`src/rtl/ysyx_040729_clint.sv`:
```
// Core-local interruptor: mtime/mtimecmp/msip behind a single-beat bus port.
// Optional YSYX_040729_CLINT_DBG_HALT_EN adds dbg_halt to freeze mtime.
module ysyx_040729_clint #(
    parameter int DATA_WIDTH = 64,
    parameter int ADDR_WIDTH = 16,
    parameter int TICK_DIV   = 1
) (
`ifdef YSYX_040729_CLINT_DBG_HALT_EN
    input  logic                    dbg_halt,
`endif
    input  logic                    clk,
    input  logic                    rst_n,
    input  logic                    req_valid,
    output logic                    req_ready,
    input  logic [ADDR_WIDTH-1:0]   req_addr,
    input  logic                    req_wen,
    input  logic [DATA_WIDTH-1:0]   req_wdata,
    input  logic [DATA_WIDTH/8-1:0] req_wmask,
    output logic                    resp_valid,
    input  logic                    resp_ready,
    output logic [DATA_WIDTH-1:0]   resp_rdata,
    output logic                    tmr_irq,
    output logic                    sft_irq
);

    localparam int MW = DATA_WIDTH / 8;
    localparam int PW = (TICK_DIV > 1) ? $clog2(TICK_DIV) : 1;
    localparam logic [PW-1:0] P_LAST = PW'(TICK_DIV - 1);
    localparam logic [ADDR_WIDTH-1:0] A_MSIP = ADDR_WIDTH'(16'h0000);
    localparam logic [ADDR_WIDTH-1:0] A_CMP  = ADDR_WIDTH'(16'h4000);
    localparam logic [ADDR_WIDTH-1:0] A_TIME = ADDR_WIDTH'(16'hBFF8);

    logic [DATA_WIDTH-1:0] mtime;
    logic [DATA_WIDTH-1:0] mtimecmp;
    logic [DATA_WIDTH-1:0] rd_val;
    logic [DATA_WIDTH-1:0] merged;
    logic [PW-1:0]         presc;
    logic [ADDR_WIDTH-1:0] off;
    logic msip;
    logic halt;
    logic tick;
    logic accept;
    logic wr;
    logic hit_msip;
    logic hit_cmp;
    logic hit_time;
    logic unused_bits;

`ifdef YSYX_040729_CLINT_DBG_HALT_EN
    assign halt = dbg_halt;
`else
    assign halt = 1'b0;
`endif

    assign unused_bits = ^req_addr[2:0];
    assign off       = {req_addr[ADDR_WIDTH-1:3], 3'b000};
    assign hit_msip  = (off == A_MSIP);
    assign hit_cmp   = (off == A_CMP);
    assign hit_time  = (off == A_TIME);
    assign req_ready = !resp_valid | resp_ready;
    assign accept    = req_valid & req_ready;
    assign wr        = accept & req_wen;
    assign tick      = !halt & (presc == P_LAST);

    always_comb begin
        rd_val = '0;
        unique case (1'b1)
            hit_msip: rd_val = {{(DATA_WIDTH-1){1'b0}}, msip};
            hit_cmp:  rd_val = mtimecmp;
            hit_time: rd_val = mtime;
            default:  rd_val = '0;
        endcase
    end

    // Unmasked bytes keep the addressed register's current contents.
    always_comb begin
        merged = rd_val;
        for (int i = 0; i < MW; i++) begin
            if (req_wmask[i]) merged[i*8 +: 8] = req_wdata[i*8 +: 8];
        end
    end

    always_ff @(posedge clk or negedge rst_n) begin
        if (!rst_n) begin
            presc      <= '0;
            mtime      <= '0;
            mtimecmp   <= '1;
            msip       <= 1'b0;
            tmr_irq    <= 1'b0;
            sft_irq    <= 1'b0;
            resp_valid <= 1'b0;
            resp_rdata <= '0;
        end else begin
            if (!halt) presc <= tick ? '0 : presc + PW'(1);
            // A bus write to mtime overrides the tick in the same cycle.
            if (wr & hit_time) mtime <= merged;
            else if (tick)     mtime <= mtime + DATA_WIDTH'(1);
            if (wr & hit_cmp)  mtimecmp <= merged;
            if (wr & hit_msip) msip <= merged[0];
            tmr_irq <= (mtime >= mtimecmp);
            sft_irq <= msip;
            if (accept) begin
                resp_valid <= 1'b1;
                resp_rdata <= req_wen ? '0 : rd_val;
            end else if (resp_ready) begin
                resp_valid <= 1'b0;
            end
        end
    end

endmodule

```
`config.mk`:
```
export PLATFORM = sky130hd
export DESIGN_NAME = ysyx_040729_clint
export DESIGN_NICKNAME = d
export VERILOG_FILES = /design/src/rtl/ysyx_040729_clint.sv
export SDC_FILE = /design/constraint.sdc
export NUM_CORES = 1
export LEC_CHECK = 0
export CORE_ASPECT_RATIO = 1.5
export CORE_MARGIN = 2
export CORE_UTILIZATION = 56
export DETAILED_ROUTE_END_ITERATION = 10
export PLACE_DENSITY = 0.88
export SYNTH_ARGS = -nofsm -noshare
export SYNTH_HDL_FRONTEND = slang
export SYNTH_SLANG_ARGS = --single-unit
export TNS_END_PERCENT = 30
```
`constraint.sdc`:
```
create_clock -name clk -period 2.6 [get_ports clk]
set_clock_uncertainty 0.05 [all_clocks]
set_input_delay 0.26 -clock clk [delete_from_list [all_inputs] [get_ports clk]]
set_output_delay 0.26 -clock clk [all_outputs]
set_load 0.005 [all_outputs]
```
==> results of run 1 <==
## flip-flops by register name, summed over array words and instances (netlist names)
register / cells
sft_irq: 1
tmr_irq: 1
mtimecmp: 64
msip: 1
resp_rdata: 64
resp_valid: 1
mtime: 64
## final cells by class
| cell class | instances | share of cell area [%] |
|---|---|---|
| inverter | 76 | 1.99 |
| timing repair buffer | 258 | 16.9 |
| clock inverter | 13 | 0.881 |
| clock buffer | 18 | 2.99 |
| multi-input combinational | 785 | 40.2 |
| tap | 260 | 2.27 |
| sequential | 196 | 34.8 |
## through the flow
step           setup slack (ns)  TNS (ns)  cells
2_1_floorplan             0.409         0   1124
3_3_place_gp            -0.0668     -1.22   1574
3_5_place_dp             -0.157     -5.57   1574
4_1_cts                   0.222         0   1606
5_1_grt                   0.136         0   1606
6_report                  0.216         0   1606
## path summary, 6_finish.rpt
path	end	slack, ns	cells past startpoint	start
worst min register to register	sft_irq$_DFF_PN0_	0.36	0	msip$_DFFE_PN0P_
worst max register to register	mtime[50]$_DFF_PN0_	0.22	8	mtime[0]$_DFF_PN0_
min in group clk	sft_irq$_DFF_PN0_	0.36	0	msip$_DFFE_PN0P_
worst max-delay path	mtime[50]$_DFF_PN0_	0.22	8	mtime[0]$_DFF_PN0_
max in group asynchronous	mtimecmp[44]$_DFFE_PN1P_	1.35	3	rst_n
worst min-delay path	resp_rdata[1]$_DFFE_PN0P_	0.34	2	rst_n
## cell families (layout without fill, tap and decap cells)
logic type                 Yosys count  after routing  synth area share, %
AOI/OAI and AO/OA                  276            276                 17.3
and+or+nand+nor                    284            284                 12.6
muxes                              103            103                 9.15
DFF                                196            196                 44.2
xor gates and xnor gates            57             57                 4.43
adders and majority gates           65             65                 7.22
buffers and inverters              143            365                 5.05
## cell usage after synthesis, types with 2 or more instances
cell type | instances | area, um2
sky130_fd_sc_hd__dfrtp_1 | 132 | 3300
sky130_fd_sc_hd__nand2_1 | 126 | 473
sky130_fd_sc_hd__a22o_1 | 123 | 1080
sky130_fd_sc_hd__mux2i_1 | 103 | 1030
sky130_fd_sc_hd__o21ai_0 | 86 | 430
sky130_fd_sc_hd__inv_1 | 76 | 285
sky130_fd_sc_hd__ha_1 | 65 | 813
sky130_fd_sc_hd__dfstp_2 | 64 | 1680
sky130_fd_sc_hd__xnor2_1 | 39 | 342
sky130_fd_sc_hd__clkbuf_1 | 38 | 143
sky130_fd_sc_hd__nand3_1 | 31 | 155
sky130_fd_sc_hd__a21oi_1 | 26 | 130
sky130_fd_sc_hd__nand4_1 | 23 | 144
sky130_fd_sc_hd__nor2_1 | 21 | 78.8
sky130_fd_sc_hd__nor3_1 | 21 | 105
sky130_fd_sc_hd__xor2_1 | 18 | 158
sky130_fd_sc_hd__and3_1 | 16 | 100
sky130_fd_sc_hd__buf_2 | 13 | 65.1
sky130_fd_sc_hd__buf_1 | 12 | 45.0
sky130_fd_sc_hd__nor4_1 | 11 | 68.8
sky130_fd_sc_hd__o21ai_1 | 10 | 50.1
sky130_fd_sc_hd__and4_1 | 9 | 78.8
sky130_fd_sc_hd__a211oi_1 | 7 | 52.6
sky130_fd_sc_hd__nand2b_1 | 6 | 37.5
sky130_fd_sc_hd__nor3b_1 | 5 | 37.5
sky130_fd_sc_hd__a21o_1 | 4 | 30.0
sky130_fd_sc_hd__a221oi_1 | 3 | 26.3
sky130_fd_sc_hd__and2_1 | 3 | 18.8
sky130_fd_sc_hd__a22oi_1 | 2 | 15.0
sky130_fd_sc_hd__and2_0 | 2 | 12.5
sky130_fd_sc_hd__buf_4 | 2 | 15.0
sky130_fd_sc_hd__o211ai_1 | 2 | 15.0
sky130_fd_sc_hd__o21a_1 | 2 | 15.0
sky130_fd_sc_hd__o31ai_1 | 2 | 15.0
sky130_fd_sc_hd__or4_1 | 2 | 15.0
## per-layer routing
layer / wire, um / share of wire [%]
met3: 1860 / 5.9
met1: 12000 / 38
met4: 1720 / 5.5
met2: 15900 / 51
met5: 0 / 0
## power by group through the flow
stage                     logic, W  registers (W)  clock network [W]
after CTS                 0.000584        0.00314            0.00259
final                     0.000583        0.00314            0.00257
after global placement    0.000559        0.00319                  0
after global routing      0.000634        0.00314            0.00271
after floorplan           0.000244        0.00319                  0
after detailed placement  0.000577        0.00319                  0
## repair_timing
| action | in CTS | in global routing |
|---|---|---|
| setup endpoints to repair | 0 | 0 |
| hold buffers | 1 | 0 |
| endpoints found under the hold margin | 46 | 0 |
==> impl_summary.md, run 1 <==
Cells and area
In the final layout, the multi-input gates occupy 5760 um2. The combined flip-flop and latch cell area is 4980 um2. The number of diodes is 0.

The cell area after layout is 14300 um2. Of the cells placed in the final design, the portion with a size suffix greater than 1 is 15.4%. In the final design database the tool counted 1492 nets.

The number of fill cells is 1336. Leaving out fill and tap cells, the most frequent cell in the layout is sky130_fd_sc_hd__clkdlybuf4s50_1. The final design utilization is 72.5%. The area growth from synthesis to layout is 27.3%. In the layout the commonest cells are sky130_fd_sc_hd__clkdlybuf4s50_1 (156), sky130_fd_sc_hd__dfrtp_1 (132), sky130_fd_sc_hd__nand2_1 (125).

Detailed routing
Before antenna repair, the detailed router went through 6 iterations. For this run, design rule violations remaining after detail routing come to 0. The initial DRC count is 738. After detailed routing, the average wire length per cell comes to 19.6 um. In the routed layout, each cell is associated on average with a via count of 6.16. The total detailed-routing wirelength is 31.4 mm.

The count of nets left with antenna violations after detail routing is 0. Detailed routing inserted a total of 9885 vias.

Run status
The flow ran to the end, and the final reports show no timing, DRC or antenna violations.

Floorplan
The I/O pin total is 161. The region available for standard cell placement spans 19800 um2. The die width is 120 um. The die is 178 um tall. The total number of placement rows is 63. The die covers 21300 um2. The initial cell density of the core is 56.9%.

Critical path
The top cell family by delay on the critical path is simple AND/OR/NAND/NOR gates. Data on the critical path is required at its endpoint by 2.88 ns. The worst setup path is captured at a flip-flop. The highest cell delay on the worst timing path is 0.44 ns. The critical path goes through ha_1 > nand3_1 > nor3_4 > nand2_1 > buf_4 > nor3b_1 > nand3_1 > o221a_2. The slowest cell on the critical path is sky130_fd_sc_hd__dfrtp_1.

The worst setup path is launched from a flip-flop. The cell that appears most often on the critical path is sky130_fd_sc_hd__nand3_1. Together, buffers and inverters on the worst path number 1.

The worst setup path is of the reg2reg kind. The worst endpoint data arrival time is 2.66 ns. The largest fanout on the critical path is 5.

Synth
Yosys mapped a number of flops with a built-in enable equal to 0. The register area share after synthesis is 44.2%. The unique cell type count in the Yosys netlist is 54.

The synthesized netlist occupies a cell area of 11300 um2. In the synthesized netlist the dominant register cell turns out to be sky130_fd_sc_hd__dfrtp_1. The post-synth net total is 1282. After synthesis, the mean cell area works out to 10.0 um2. After synthesis, the share of flip-flops with an asynchronous set or reset is 100%.

Yosys printed 0 warnings. The number of standard cells after synthesis is 1124. The number of flip-flops and latches in the synthesized netlist is 196.

Clocking
Clock tree synthesis selected as its root buffer the cell sky130_fd_sc_hd__clkbuf_16. The count of clock tree sinks is 196. The clock tree synthesis step divided the H-tree into 4 levels.

The clock network latency to the later pin of the worst-skew pair is 0.45 ns. TritonCTS built the clock tree. In this run the post-CTS setup repair buffer count came out at 0. The clock passes through at most 2 buffers. After clock tree synthesis, the clock-pin slew on the worst setup and hold paths is 0.08 ns. The number of buffers created by CTS is 17. The post-cts repair resize count is 0.

Timing
The number of endpoints with negative hold slack in the final report is 0. Setup violations remaining at the end of the flow were counted as 0. The slew at the pin closest to its max-slew limit is 0.629 ns. The final count of pins violating max slew came to 0. After layout, the minimum clock period comes to 2.38 ns.

For this run, the top clock speed supported by timing is 0.419 GHz. In this run the tightest slew margin relative to its limit is 58.1%. The tightest hold path in the finished design has a slack of 0.339 ns.

Dividing the final minimum period by the clock period gives 91.7%. Setup repair after global routing left no endpoint under its margin.

Global routing
For met1 alone, demand over resource in global routing was 34.5%. The first global-routing pass estimated 50.6 mm of wire. The total congestion overflow is 0. The initial antenna violation count came to 0.

The fraction of met2 tracks used by global routing is 53.2%. The busiest layer in global routing is met2. For this run, the total global-route usage over all layers was measured as 30.1%. Entering global routing, the biggest net connects 69 pins. The via count of the first global-routing pass is 10.4k.

Global routing used 4.82% of the available met3 tracks.

Place
The HPWL after detailed placement is 22.4 mm. The last weighted congestion value of the routability-driven placer is 0.895. The placed cell area is 13800 um2. The count of buffers inserted at the top-level ports is 157.

Power and ir drop
Cell internal power was estimated by the tool at 0.00469 W. The power density over the cells is 439 nW/um2. The fraction of power consumed by combinational cells is 9.3%.

The reported leakage power is 6.12 nW. The switching component of the power is 0.00160 W. The overall power is 0.00630 W.

Registers are responsible for 49.9% of the overall power. The worst vdd rail ir drop is 0.474 mV. In this run, the clock network consumes 40.8% of the power. Net switching is 25.4% of the power.

Hold path
The tightest min-delay check is of the in2async type.

Flow run
The number of maximum-capacitance violations is 0.
No activity file was read; power rests on OpenSTA's default activity.
==> run 2: changes to the inputs <==
--- a/config.mk
+++ b/config.mk
@@ -7,9 +7,10 @@
 export LEC_CHECK = 0
 export CORE_ASPECT_RATIO = 1.5
 export CORE_MARGIN = 2
-export CORE_UTILIZATION = 56
+export CORE_UTILIZATION = 50
+export CTS_BUF_LIST = sky130_fd_sc_hd__clkbuf_16
 export DETAILED_ROUTE_END_ITERATION = 10
-export PLACE_DENSITY = 0.88
+export PLACE_DENSITY = 0.8
 export SYNTH_ARGS = -nofsm -noshare
 export SYNTH_HDL_FRONTEND = slang
 export SYNTH_SLANG_ARGS = --single-unit
==> run 2 against run 1 <==
  * Largest cell class unchanged
  * Setup slack lost 0.072 ns
  * Fmax shrank 2.9%
  * Core utilization shrank 7.7 points
  * Combinational power grew 7.0%
  * Routed wire length shrank 2.5%
  * First-iteration DRC count shrank 15%
==> impl_summary.md, run 2 (same netlist as run 1, synthesis figures left out) <==
Run status
The flow ran to the end, and the final reports show no timing, DRC or antenna violations.

Cells and area
The final net count came to 1495 (+0.20%). The area growth from synthesis to layout is 27.8%. The number of diodes came to 0 (unchanged). In the layout the commonest cells are sky130_fd_sc_hd__clkdlybuf4s50_1 (156), sky130_fd_sc_hd__dfrtp_1 (132), sky130_fd_sc_hd__nand2_1 (124). The library cell used most frequently in the layout, excluding fill and tap cells, is sky130_fd_sc_hd__clkdlybuf4s50_1.

The fraction of layout instances using a drive strength above 1 is 15.6% (+0.25 points). The largest registers in the layout are mtime x64, mtimecmp x64, resp_rdata x64. The cell area after layout was 14400 um2 (+0.42%).

Timing
The count of final setup violators is 0 (unchanged). The number of endpoints with negative hold slack in the final report is 0 (unchanged). The slew at the pin closest to its max-slew limit is 0.630 ns (+0.000926 ns). The final count of pins violating max slew was 0 (unchanged). The maximum clock rate is 0.407 GHz (-2.9%). Setup repair after global routing left no endpoint under its margin. The relative max-transition margin is 58.0% (-0.062 points).

The post-route setup TNS came to 0 ns (unchanged). The final worst-path cycle share was 94.5% (+2.8 points). The clock period minus final worst setup slack is 2.46 ns (+0.0723 ns). The hold slack came to 0.365 ns (+0.0257 ns).

Floorplan
The die width came to 127 um (+5.6%). The placeable core region is 22200 um2 (+12%). The I/O pin total is 161 (unchanged). The vertical die dimension is 188 um (+5.7%). The total number of placement rows is 67 (+6.3%). The area of the die is 23800 um2 (+12%). The initial cell density of the core is 50.7% (-6.2 points).

Critical path
The type of element launching the critical path is a flip-flop. The largest fanout on the critical path is 7 (+2). The worst setup path is captured at a flip-flop. By startpoint and endpoint, the worst setup path is classified as reg2reg. The data required time of the critical path is 2.88 ns (about the same). The worst endpoint data arrival time is 2.74 ns (+0.08 ns).

Clocking
The clock network latency to the later pin of the worst-skew pair is 0.44 ns (about the same). The clock tree from TritonCTS is yes. The count of clock tree sinks came to 196 (unchanged).

The number of buffers inserted to repair setup after CTS was 0 (unchanged). The level count of the clock H-tree is 4 (unchanged). The number of buffers created by CTS was 17 (unchanged). In this run the clock root is driven by a sky130_fd_sc_hd__clkbuf_16. The deepest clock path buffer count was 2 (unchanged). The register clock-pin slew on the reported worst setup and hold paths is 0.08 ns (about the same).

Flow run
The number of maximum-capacitance violations is 0 (unchanged).

Detailed routing
The total detailed-routing wirelength is 30.6 mm (-2.5%). The average wire per cell in the routed design is 18.8 um (-3.7%). The number of remaining DRC errors is 0 (unchanged). The count of nets left with antenna violations after detail routing is 0 (unchanged).

The via total after detailed routing is 9612 (-2.8%). The initial DRC count is 630 (-15%). The per-cell via count in the routed design is 5.91 (-4.0%). The first-pass detailed-route iteration total came to 4 (-2).

Power and ir drop
The reported leakage power is 6.18 nW (+0.83%). The power density over the cells was 438 nW/um2 (-0.21%). The worst vdd rail ir drop is 0.381 mV (-19%).

Global routing
The initial antenna violation count came to 0 (unchanged). The global router's overall resource usage came to 26.0% (-4.1 points). The maximum number of pins on one net before global-route repair is 75 (+8.7%). The total congestion overflow came to 0 (unchanged). The via count of the first global-routing pass is 9812 (-5.6%).

The wire length of the first global-routing pass is 49.6 mm (-2.0%).

Hold path
In this run the worst hold path is classified as in2async.

Place
The last weighted congestion value of the routability-driven placer is 0.932 (+4.2%). The detailed placement HPWL is 22.0 mm (-1.8%). The count of buffers inserted at the top-level ports was 157 (unchanged). The placed cell area was 13800 um2 (+0.31%).
[run 2: cell types whose count changed in the layout (fill, tap and decap cells not counted), moves of 2 or more]
| cell | before | now |
|---|---|---|
| sky130_fd_sc_hd__buf_4 | 93 | 96 |
| sky130_fd_sc_hd__clkinv_1 | 0 | 2 |
| sky130_fd_sc_hd__clkinv_4 | 1 | 3 |
| sky130_fd_sc_hd__clkinvlp_4 | 4 | 0 |
| sky130_fd_sc_hd__inv_8 | 0 | 4 |
[run 2: area by class of cell]
| class | instances | area, um2 |
|---|---|---|
| multi-input cells | 785 | 5770 |
| inverters | 76 | 285 |
| well taps | 276 | 345 |
| clock buffers | 17 | 425 |
| fillers | 1765 | 7820 |
| clock inverters | 15 | 139 |
| flip-flops and latches | 196 | 4980 |
| repair buffers | 261 | 2450 |
[run 2: final timing paths]
check                                     from                      end  slack (ns)  cells after the start
max                        mtime[12]$_DFF_PN0_      mtime[50]$_DFF_PN0_        0.14                      7
min                                      rst_n      mtime[44]$_DFF_PN0_        0.37                      2
max reg2reg                mtime[12]$_DFF_PN0_      mtime[50]$_DFF_PN0_        0.14                      7
min reg2reg                   msip$_DFFE_PN0P_        sft_irq$_DFF_PN0_        0.37                      0
max in group asynchronous                rst_n  mtimecmp[4]$_DFFE_PN1P_        1.27                      3
min in group clk              msip$_DFFE_PN0P_        sft_irq$_DFF_PN0_        0.37                      0
[run 2: stage by stage]
stage / std cells / utilization (%) / power [W] / worst slack [ns]
after floorplan: 1124 / - / 0.00343 / 0.409
after global placement: 1593 / 62.2 / 0.00378 / -0.0722
after detailed placement: 1593 / 62.2 / 0.00379 / -0.196
after CTS: 1626 / 64.8 / 0.00635 / 0.0441
after global routing: 1626 / 64.8 / 0.00654 / 0.0278
final: 1626 / 64.8 / 0.00631 / 0.143
[run 2: metal layers]
metal	track usage, %	wire, um	vias to the layer above
li1	-	-	4497
met1	31.5	12200	4722
met2	45.6	15800	310
met3	3.40	1470	83
met4	12.0	1160	0
met5	0	0	-
[run 2: timing repair]
| action | 4_1_cts | 5_1_grt |
|---|---|---|
| resized for setup | 1 | 1 |
| endpoints found under the setup margin | 2 | 1 |
| hold buffers | 1 | 0 |
| gates cloned | 0 | 0 |
| endpoints found under the hold margin | 46 | 0 |
[run 2: where the power goes]
group	switching, W	internal (W)	total, W	leakage [nW]
combinational	0.000328	0.000295	0.000624	3.62
clock	0.00129	0.00127	0.00257	0.279
sequential	0.0000299	0.00309	0.00312	2.27
[run 2: critical path: stages (launching register included)]
cell and delay [ns]:
sky130_fd_sc_hd__dfrtp_1 0.42, sky130_fd_sc_hd__and3_1 0.24, sky130_fd_sc_hd__and3_1 0.47, sky130_fd_sc_hd__nand2_1 0.19, sky130_fd_sc_hd__buf_4 0.19, sky130_fd_sc_hd__nor3b_1 0.39, sky130_fd_sc_hd__nand3_1 0.14, sky130_fd_sc_hd__o221a_2 0.26
==> run 3: changes to the inputs <==
--- a/config.mk
+++ b/config.mk
@@ -6,11 +6,12 @@
 export NUM_CORES = 1
 export LEC_CHECK = 0
 export CORE_ASPECT_RATIO = 1.5
-export CORE_MARGIN = 2
+export CORE_MARGIN = 1.5
 export CORE_UTILIZATION = 50
 export CTS_BUF_LIST = sky130_fd_sc_hd__clkbuf_16
 export DETAILED_ROUTE_END_ITERATION = 10
 export PLACE_DENSITY = 0.8
+export RECOVER_POWER = 25
 export SYNTH_ARGS = -nofsm -noshare
 export SYNTH_HDL_FRONTEND = slang
 export SYNTH_SLANG_ARGS = --single-unit
==> run 3 against run 2 <==
  * The flow now finishes with violations (max-capacitance violations, max-slew violations)
  * Routed wire length grew 0.25%
  * Fmax shrank 2.5%
  * Non-clock buffer count grew 1
  * Sequential cell count is the same
  * Final cell count is essentially flat
  * Critical endpoint is now mtime[24]$_DFF_PN0_
  * Register-to-register slack lost 0.06 ns
==> impl_summary.md, run 3 (same netlist as run 1, synthesis figures left out) <==
Run status
The run finished, with violations left. The final reports fail on max-capacitance violations, max-slew violations.

Detailed routing
The first-pass detailed-route iteration total is 5 (+1). The per-cell via count in the routed design is 5.87 (-0.70%). The average wire per cell in the routed design was 18.9 um (+0.19%).

The met1 wire length is 12.1 mm (-1.0%). The length of routed met2 wiring was 16.0 mm (+1.3%). Routed signal wires occupy layers up through met4. The initial DRC count came to 760 (+21%). The via total after detailed routing was 9551 (-0.63%). The total detailed-routing wirelength is 30.7 mm (+0.25%). The number of remaining DRC errors came to 0 (unchanged). The met3 wire length was 1.57 mm (+6.6%). The count of nets left with antenna violations after detail routing is 0 (unchanged).

Global routing
The via count of the first global-routing pass is 9885 (+0.74%). The maximum number of pins on one net before global-route repair is 68 (-9.3%). The global router's overall resource usage is 26.5% (+0.48 points). The initial antenna violation count is 0 (unchanged). The total congestion overflow is 0 (unchanged). The wire length of the first global-routing pass came to 49.9 mm (+0.56%).

Critical path
The logic depth of the worst register-to-register path came to 8 (+1). The worst endpoint data arrival time is 2.78 ns (+0.04 ns). In this run the critical register-to-register path is launched from mtime[0]$_DFF_PN0_. The type of element capturing the critical path is a flip-flop. The data required time of the critical path is 2.86 ns (-0.02 ns).

The type of the setup path with the least slack is reg2reg. The largest fanout on the critical path is 6 (-1). The start point of the critical path is mtime[0]$_DFF_PN0_. The slowest cell on the critical path is sky130_fd_sc_hd__and2_0. The type of element launching the critical path is a flip-flop. The highest cell delay on the worst timing path is 0.45 ns (-0.02 ns). The signal on the critical path passes through ha_1 > nand3_1 > nor3_4 > buf_4 > and2_0 > and3_1 > xnor2_1 > mux2i_1. In this run the critical register-to-register path is captured at mtime[24]$_DFF_PN0_. The internal reg-to-reg setup slack is 0.08 ns (-0.06 ns).

Timing
The number of endpoints with negative hold slack in the final report is 0 (unchanged). The final count of pins violating max slew was 62 (+62). The count of final setup violators is 0 (unchanged).

The clock period minus final worst setup slack is 2.52 ns (+0.0630 ns). The slew at the pin closest to its max-slew limit is 1.73 ns (+1.10 ns). The final worst-path cycle share is 96.9% (+2.4 points).

The relative max-transition margin came to -15.4% (-73 points). Setup repair after global routing left no endpoint under its margin. The maximum clock rate is 0.397 GHz (-2.5%).

Power and ir drop
The share of power burned in the clock network came to 43.7% (+3.0 points). The power density over the cells is 458 nW/um2 (+4.4%). The reported leakage power is 6.21 nW (+0.53%).

The switching share of total power is 23.5% (-2.7 points). The worst vdd rail ir drop was 0.437 mV (+14%). The internal portion of total power is 0.00507 W (+8.9%). The overall power is 0.00662 W (+5.0%). The fraction of power consumed by combinational cells is 9.0% (-0.9 points). The switching component of the power is 0.00155 W (-6.0%). The part of the total power dissipated in sequential elements is 47.3% (-2.1 points).

Floorplan
The total number of placement rows came to 67 (unchanged). The die width was 126 um (-0.79%). The I/O pin total is 161 (unchanged).

The vertical die dimension was 187 um (-0.53%). The initial cell density of the core is 50.7% (unchanged). The area of the die is 23500 um2 (-1.3%). The placeable core region was 22200 um2 (unchanged).

Cells and area
Leaving out fill and tap cells, the most frequent cell in the layout is sky130_fd_sc_hd__clkdlybuf4s50_1. The number of fill cells was 1728 (-2.1%). The cell area after layout was 14500 um2 (+0.57%). The fraction of layout instances using a drive strength above 1 came to 15.5% (-0.086 points). The final design utilization is 65.2% (+0.37 points). In the layout the commonest cells are sky130_fd_sc_hd__clkdlybuf4s50_1 (156), sky130_fd_sc_hd__dfrtp_1 (132), sky130_fd_sc_hd__nand2_1 (125). The final net count is 1496 (+0.067%).

The largest registers in the layout are mtime x64, mtimecmp x64, resp_rdata x64. The area growth from synthesis to layout is 28.5%. The number of diodes is 0 (unchanged).

Clocking
The register clock-pin slew on the reported worst setup and hold paths is 0.08 ns (about the same). The count of clock tree sinks is 196 (unchanged). In this run the clock root is driven by a sky130_fd_sc_hd__clkbuf_16.

The level count of the clock H-tree came to 4 (unchanged). The deepest clock path buffer count is 2 (unchanged). The number of buffers created by CTS is 17 (unchanged). The number of buffers inserted to repair setup after CTS was 0 (unchanged).

The clock network latency to the later pin of the worst-skew pair is 0.45 ns (about the same). TritonCTS built the clock tree.

Hold path
The startpoint of the most critical hold path is msip$_DFFE_PN0P_. The end point of the worst hold path is sft_irq$_DFF_PN0_. The type of the tightest min-delay check is reg2reg. The worst hold path was traced through 0 stages.

Place
The placed cell area was 13800 um2 (+0.24%). The last weighted congestion value of the routability-driven placer is 0.877 (-5.9%). The count of buffers inserted at the top-level ports came to 157 (unchanged). The detailed placement HPWL is 21.9 mm (-0.13%).

Flow run
The number of maximum-capacitance violations was 1 (+1).
[run 3: cell count changes in the layout (fill, tap and decap cells not counted), moves of 2 or more]
cell                        before  now
sky130_fd_sc_hd__buf_4          96   94
sky130_fd_sc_hd__bufinv_16       0    5
sky130_fd_sc_hd__clkbuf_2        0    2
sky130_fd_sc_hd__inv_1          76   78
sky130_fd_sc_hd__nor3b_2         0    2
sky130_fd_sc_hd__inv_6           5    2
sky130_fd_sc_hd__inv_8           4    0
[run 3: per-stage QoR]
| step | cells | TNS (ns) | hold WS [ns] | setup WS (ns) |
|---|---|---|---|---|
| finish | 1627 | 0 | 0.394 | 0.0803 |
| global route | 1627 | 0 | 0.406 | 0.00726 |
| CTS | 1627 | 0 | 0.339 | 0.0932 |
| detailed placement | 1594 | -6.61 | 0.248 | -0.147 |
| global placement | 1594 | -2.94 | 0.245 | -0.0934 |
| floorplan | 1124 | 0 | -0.0856 | 0.409 |
[run 3: power by group through the flow]
stage	sequential, W	clock [W]	combinational, W
after detailed placement	0.00318	0	0.000596
after global placement	0.00318	0	0.000585
after global routing	0.00313	0.00305	0.000652
after floorplan	0.00319	0	0.000244
after CTS	0.00313	0.00292	0.000601
final	0.00313	0.00290	0.000597
[run 3: timing repair]
item,4_1_cts,5_1_grt
hold buffers,1,0
setup endpoints to repair,1,0
resized for setup,1,0
endpoints found under the hold margin,42,0
[run 3: worst max-delay path, delay by kind of cell (launching register included)]
| kind | cells | cell delay, ns |
|---|---|---|
| xor gates and xnor gates | 1 | 0.12 |
| adders and majority gates | 1 | 0.23 |
| buffers and inverters | 1 | 0.19 |
| and+or+nand+nor | 4 | 1.27 |
| muxes | 1 | 0.09 |
| DFF | 1 | 0.43 |
[run 3: worst max path at each step]
stage | end | cells past startpoint | slack [ns]
2_1_floorplan | mtime[48]$_DFF_PN0_ | 7 | 0.41
3_5_place_dp | mtimecmp[58]$_DFFE_PN1P_ | 8 | -0.15
4_1_cts | mtime[24]$_DFF_PN0_ | 8 | 0.09
6_report | mtime[24]$_DFF_PN0_ | 8 | 0.08
5_1_grt | mtime[38]$_DFF_PN0_ | 8 | 0.007
3_3_place_gp | mtime[48]$_DFF_PN0_ | 7 | -0.09
[run 3: layout make-up]
type	instances	area [um2]	share of cell area (%)
inverters	76	285	1.97
repair buffers	262	2460	17.0
well taps	276	345	2.39
clock inverters	15	213	1.47
clock buffers	17	425	2.94
multi-input cells	785	5770	39.8
flip-flops and latches	196	4980	34.4
[run 3: routing by layer]
| layer | global-route usage [%] | vias to the layer above |
|---|---|---|
| met5 | 0 | - |
| met4 | 10.8 | 0 |
| met3 | 4.32 | 71 |
| met1 | 31.8 | 4695 |
| met2 | 47.0 | 291 |
| li1 | - | 4494 |
==> RTL edit 1, RTL diff (flow settings as in run 2) <==
Register the output `tmr_irq` once more, without a reset; this adds one clock of latency there. The other outputs are not delayed to match.
--- a/src/rtl/ysyx_040729_clint.sv
+++ b/src/rtl/ysyx_040729_clint.sv
@@ -29,6 +29,8 @@
     localparam logic [ADDR_WIDTH-1:0] A_MSIP = ADDR_WIDTH'(16'h0000);
     localparam logic [ADDR_WIDTH-1:0] A_CMP  = ADDR_WIDTH'(16'h4000);
     localparam logic [ADDR_WIDTH-1:0] A_TIME = ADDR_WIDTH'(16'hBFF8);
+
+    logic tmr_irq_s0;
 
     logic [DATA_WIDTH-1:0] mtime;
     logic [DATA_WIDTH-1:0] mtimecmp;
@@ -86,7 +88,7 @@
             mtime      <= '0;
             mtimecmp   <= '1;
             msip       <= 1'b0;
-            tmr_irq    <= 1'b0;
+            tmr_irq_s0 <= 1'b0;
             sft_irq    <= 1'b0;
             resp_valid <= 1'b0;
             resp_rdata <= '0;
@@ -97,7 +99,7 @@
             else if (tick)     mtime <= mtime + DATA_WIDTH'(1);
             if (wr & hit_cmp)  mtimecmp <= merged;
             if (wr & hit_msip) msip <= merged[0];
-            tmr_irq <= (mtime >= mtimecmp);
+            tmr_irq_s0 <= (mtime >= mtimecmp);
             sft_irq <= msip;
             if (accept) begin
                 resp_valid <= 1'b1;
@@ -108,5 +110,9 @@
         end
     end
 
+    always_ff @(posedge clk) begin
+        tmr_irq <= tmr_irq_s0;
+    end
+
 endmodule
 
Check against the original RTL: not equivalent (Yosys sat finds a counterexample within 4 cycles, from zero or initial values and one cycle with rst_n low).
==> RTL edit 1 against run 2 <==
Fmax increased by 0.58%; final area barely moved; total power increased by 0.68%; synthesized area is 0.18% higher; hold slack got worse by 0.071 ns; synthesized cell count about the same; core utilization fell by 0.27 points; sequential cell count grew 1; wire length is 0.56% lower; setup slack better by 0.014 ns; largest power group unchanged.
==> RTL edit 1: results <==
[yosys]
syn_nets = 1283
synth_cell_type_count = 55
ys_seq_area_share_pct = 44.35
syn_area_per_cell_sq_um = 10.03
netlist_instances = 1125
synth_area_leaders = dfrtp_1, dfstp_2, a22o_1
synth_async_sr_flop_share_pct = 99.49

[worst_hold_path]
hp-start = tmr_irq_s0
hp-class = reg -> reg

[grt]
grt_pass1_vias = 9848
gr-usage-all-layers_pct = 25.97
grt_pass1_wl_um = 49340
grtUsageMet1_pct = 31.22
met3_usage_pct = 3.795
use_met2_pct = 46.51
grt_max_degree = 72

[layout]
final.fill_count = 1768
area.sequential_sq_um = 5005
drive_above_1_share_pct = 15.23
final_nets = 1491
bufAreaShareNonClock_pct = 16.82
nNonClkBuffers = 256
clock_area_share_pct = 3.974
multi_input_area_sq_um = 5762
multi_input_area_share_pct = 40.04

[route]
drt-vias-per-instance = 5.842
num_vias = 9476
route.met3.wl_um = 1122
first_pass_iters = 5
wl_met1_um = 12490
wl_met2_um = 15930
drt_iter0_markers = 535
routed_wirelength_um = 30450

[clock_network]
cts_resized = 0
cts.sinks = 197

[power_and_ir_drop]
power.leakage_uw = 0.006140
ir_drop_uv = 461.2

[timing]
finalCritPeriodShare_pct = 93.95
relSlewSlack_pct = 54.61

[setup_path]
arrival_ns = 2.73
crit_path_top_delay_cell = dfrtp_1
r2r_start = mtime[0]
rr_worst_depth = 8
cp_slowest_stage_delay_ns = 0.43
crit_fanout = 5

[place]
placed_area_sq_um = 13810
routabilityCongestion = 0.8980
dpl.hpwl_um = 21860
dp.cells = 1589
pre_cts_ws_ns = -0.1132

[run_status]
status = finished, final reports clean
-- RTL edit 1: changes by cell type after synthesis --
cell / delta
dfxtp_1: +1
-- RTL edit 1: kinds of logic after synthesis --
kind of cell / count (synthesis) / share of synthesized area [%]
buffers and inverters: 143 / 5.044
flip-flops: 197 / 44.35
XOR/XNOR: 57 / 4.424
adder cells (fa/ha/maj): 65 / 7.206
AND/OR/NAND/NOR: 284 / 12.62
multiplexers: 103 / 9.135
AO/OA/AOI/OAI: 276 / 17.23
-- RTL edit 1: power by group --
group          switching (uW)  internal (uW)
Clock                    1260           1350
Sequential               40.5           3100
Combinational             315            282
Total                    1620           4730
-- RTL edit 1: worst min path at each step --
stage,endpoint,slack [ns],cells after the start
after floorplan,msip,-0.09,0
after global placement,mtime[49],0.26,1
after detailed placement,mtime[49],0.27,1
after CTS,tmr_irq,0.29,0
after global routing,tmr_irq,0.31,0
final,tmr_irq,0.29,0
==> RTL edit 2, RTL diff (settings of run 2) <==
Made on the original files. Change the parameter `ADDR_WIDTH` from 16 to 15.
--- a/src/rtl/ysyx_040729_clint.sv
+++ b/src/rtl/ysyx_040729_clint.sv
@@ -2,7 +2,7 @@
 // Optional YSYX_040729_CLINT_DBG_HALT_EN adds dbg_halt to freeze mtime.
 module ysyx_040729_clint #(
     parameter int DATA_WIDTH = 64,
-    parameter int ADDR_WIDTH = 16,
+    parameter int ADDR_WIDTH = 15,
     parameter int TICK_DIV   = 1
 ) (
 `ifdef YSYX_040729_CLINT_DBG_HALT_EN
Interface: changed (resized req_addr); port bits go from 161 to 160. The function was not compared with the original's and may differ.
==> RTL edit 2 against run 2 <==
Critical path depth is 1 higher; count of clock-buffer cells in the layout stayed put; total power grew 1.8%; setup slack better by 0.025 ns; synthesized area is 0.11% lower; sequential cell count is the same; first-iteration DRC count fell by 18%; final area up 1.0%; sequential share of layout area decreased by 0.35 points; wire length fell by 1.8%.
==> RTL edit 2: results <==
[yosys]
synth_compound_area_share_pct = 15.44
synthXorXnorAreaFrac_pct = 4.825
synth_cell_type_count = 52
syn_area_per_cell_sq_um = 10.15
synth_top_cells_by_count = nand2_1, dfrtp_1, a22o_1, mux2i_1, o21ai_0

[layout]
final.fill_count = 1737
clock_area_share_pct = 3.906
multi_input_cells = 784
syn2layout_area_growth_pct = 29.24
final_nets = 1490
nNonClkBuffers = 266

[route]
routedWlPerCell_um = 18.53
drt-vias-per-instance = 5.778
first_pass_iters = 5

[place]
pre_cts_ws_ns = 0.04160

[setup_path]
rr_worst_depth = 8
crit_fanout = 3
critPathCapture = tmr_irq

[timing]
holdWs_ns = 0.3306
relSlewSlack_pct = 58.67
postLayoutSetupSlackWorst_ns = 0.1683

[power_and_ir_drop]
p_sw_share_pct = 25.09
ir_drop_uv = 438.7

[clock_network]
cts_resized = 0

[run_status]
status = finished, final reports clean
==> RTL edit 2: cell types whose count changed in the layout (fill, tap and decap cells not counted), moves of 7 or more <==
cell	run 2	this run
a21o_1	4	13
a22o_1	123	111
buf_12	7	14
inv_1	76	68
nand2_1	124	145
nand3b_1	0	13
nor3_1	21	5
nor4_1	11	3
o21ai_1	10	0
xnor2_1	39	16
xor2_1	18	46
==> RTL edit 2: layer usage <==
layer / share of wire (%) / vias up / global-route usage, %
met5: 0 / - / 0
met4: 3.2 / 0 / 10.19
met3: 4.0 / 64 / 4.679
met2: 53 / 253 / 46.34
met1: 40 / 4637 / 30.90
li1: - / 4423 / -
==> RTL edit 2: worst register-to-register path, cell delays in order (launching register included) <==
cell	delay [ns]
dfstp_2	0.54
inv_1	0.04
ha_1	0.30
and4_1	0.23
nand2_1	0.08
or4_1	0.54
a31oi_2	0.20
a311oi_2	0.09
o31ai_2	0.28
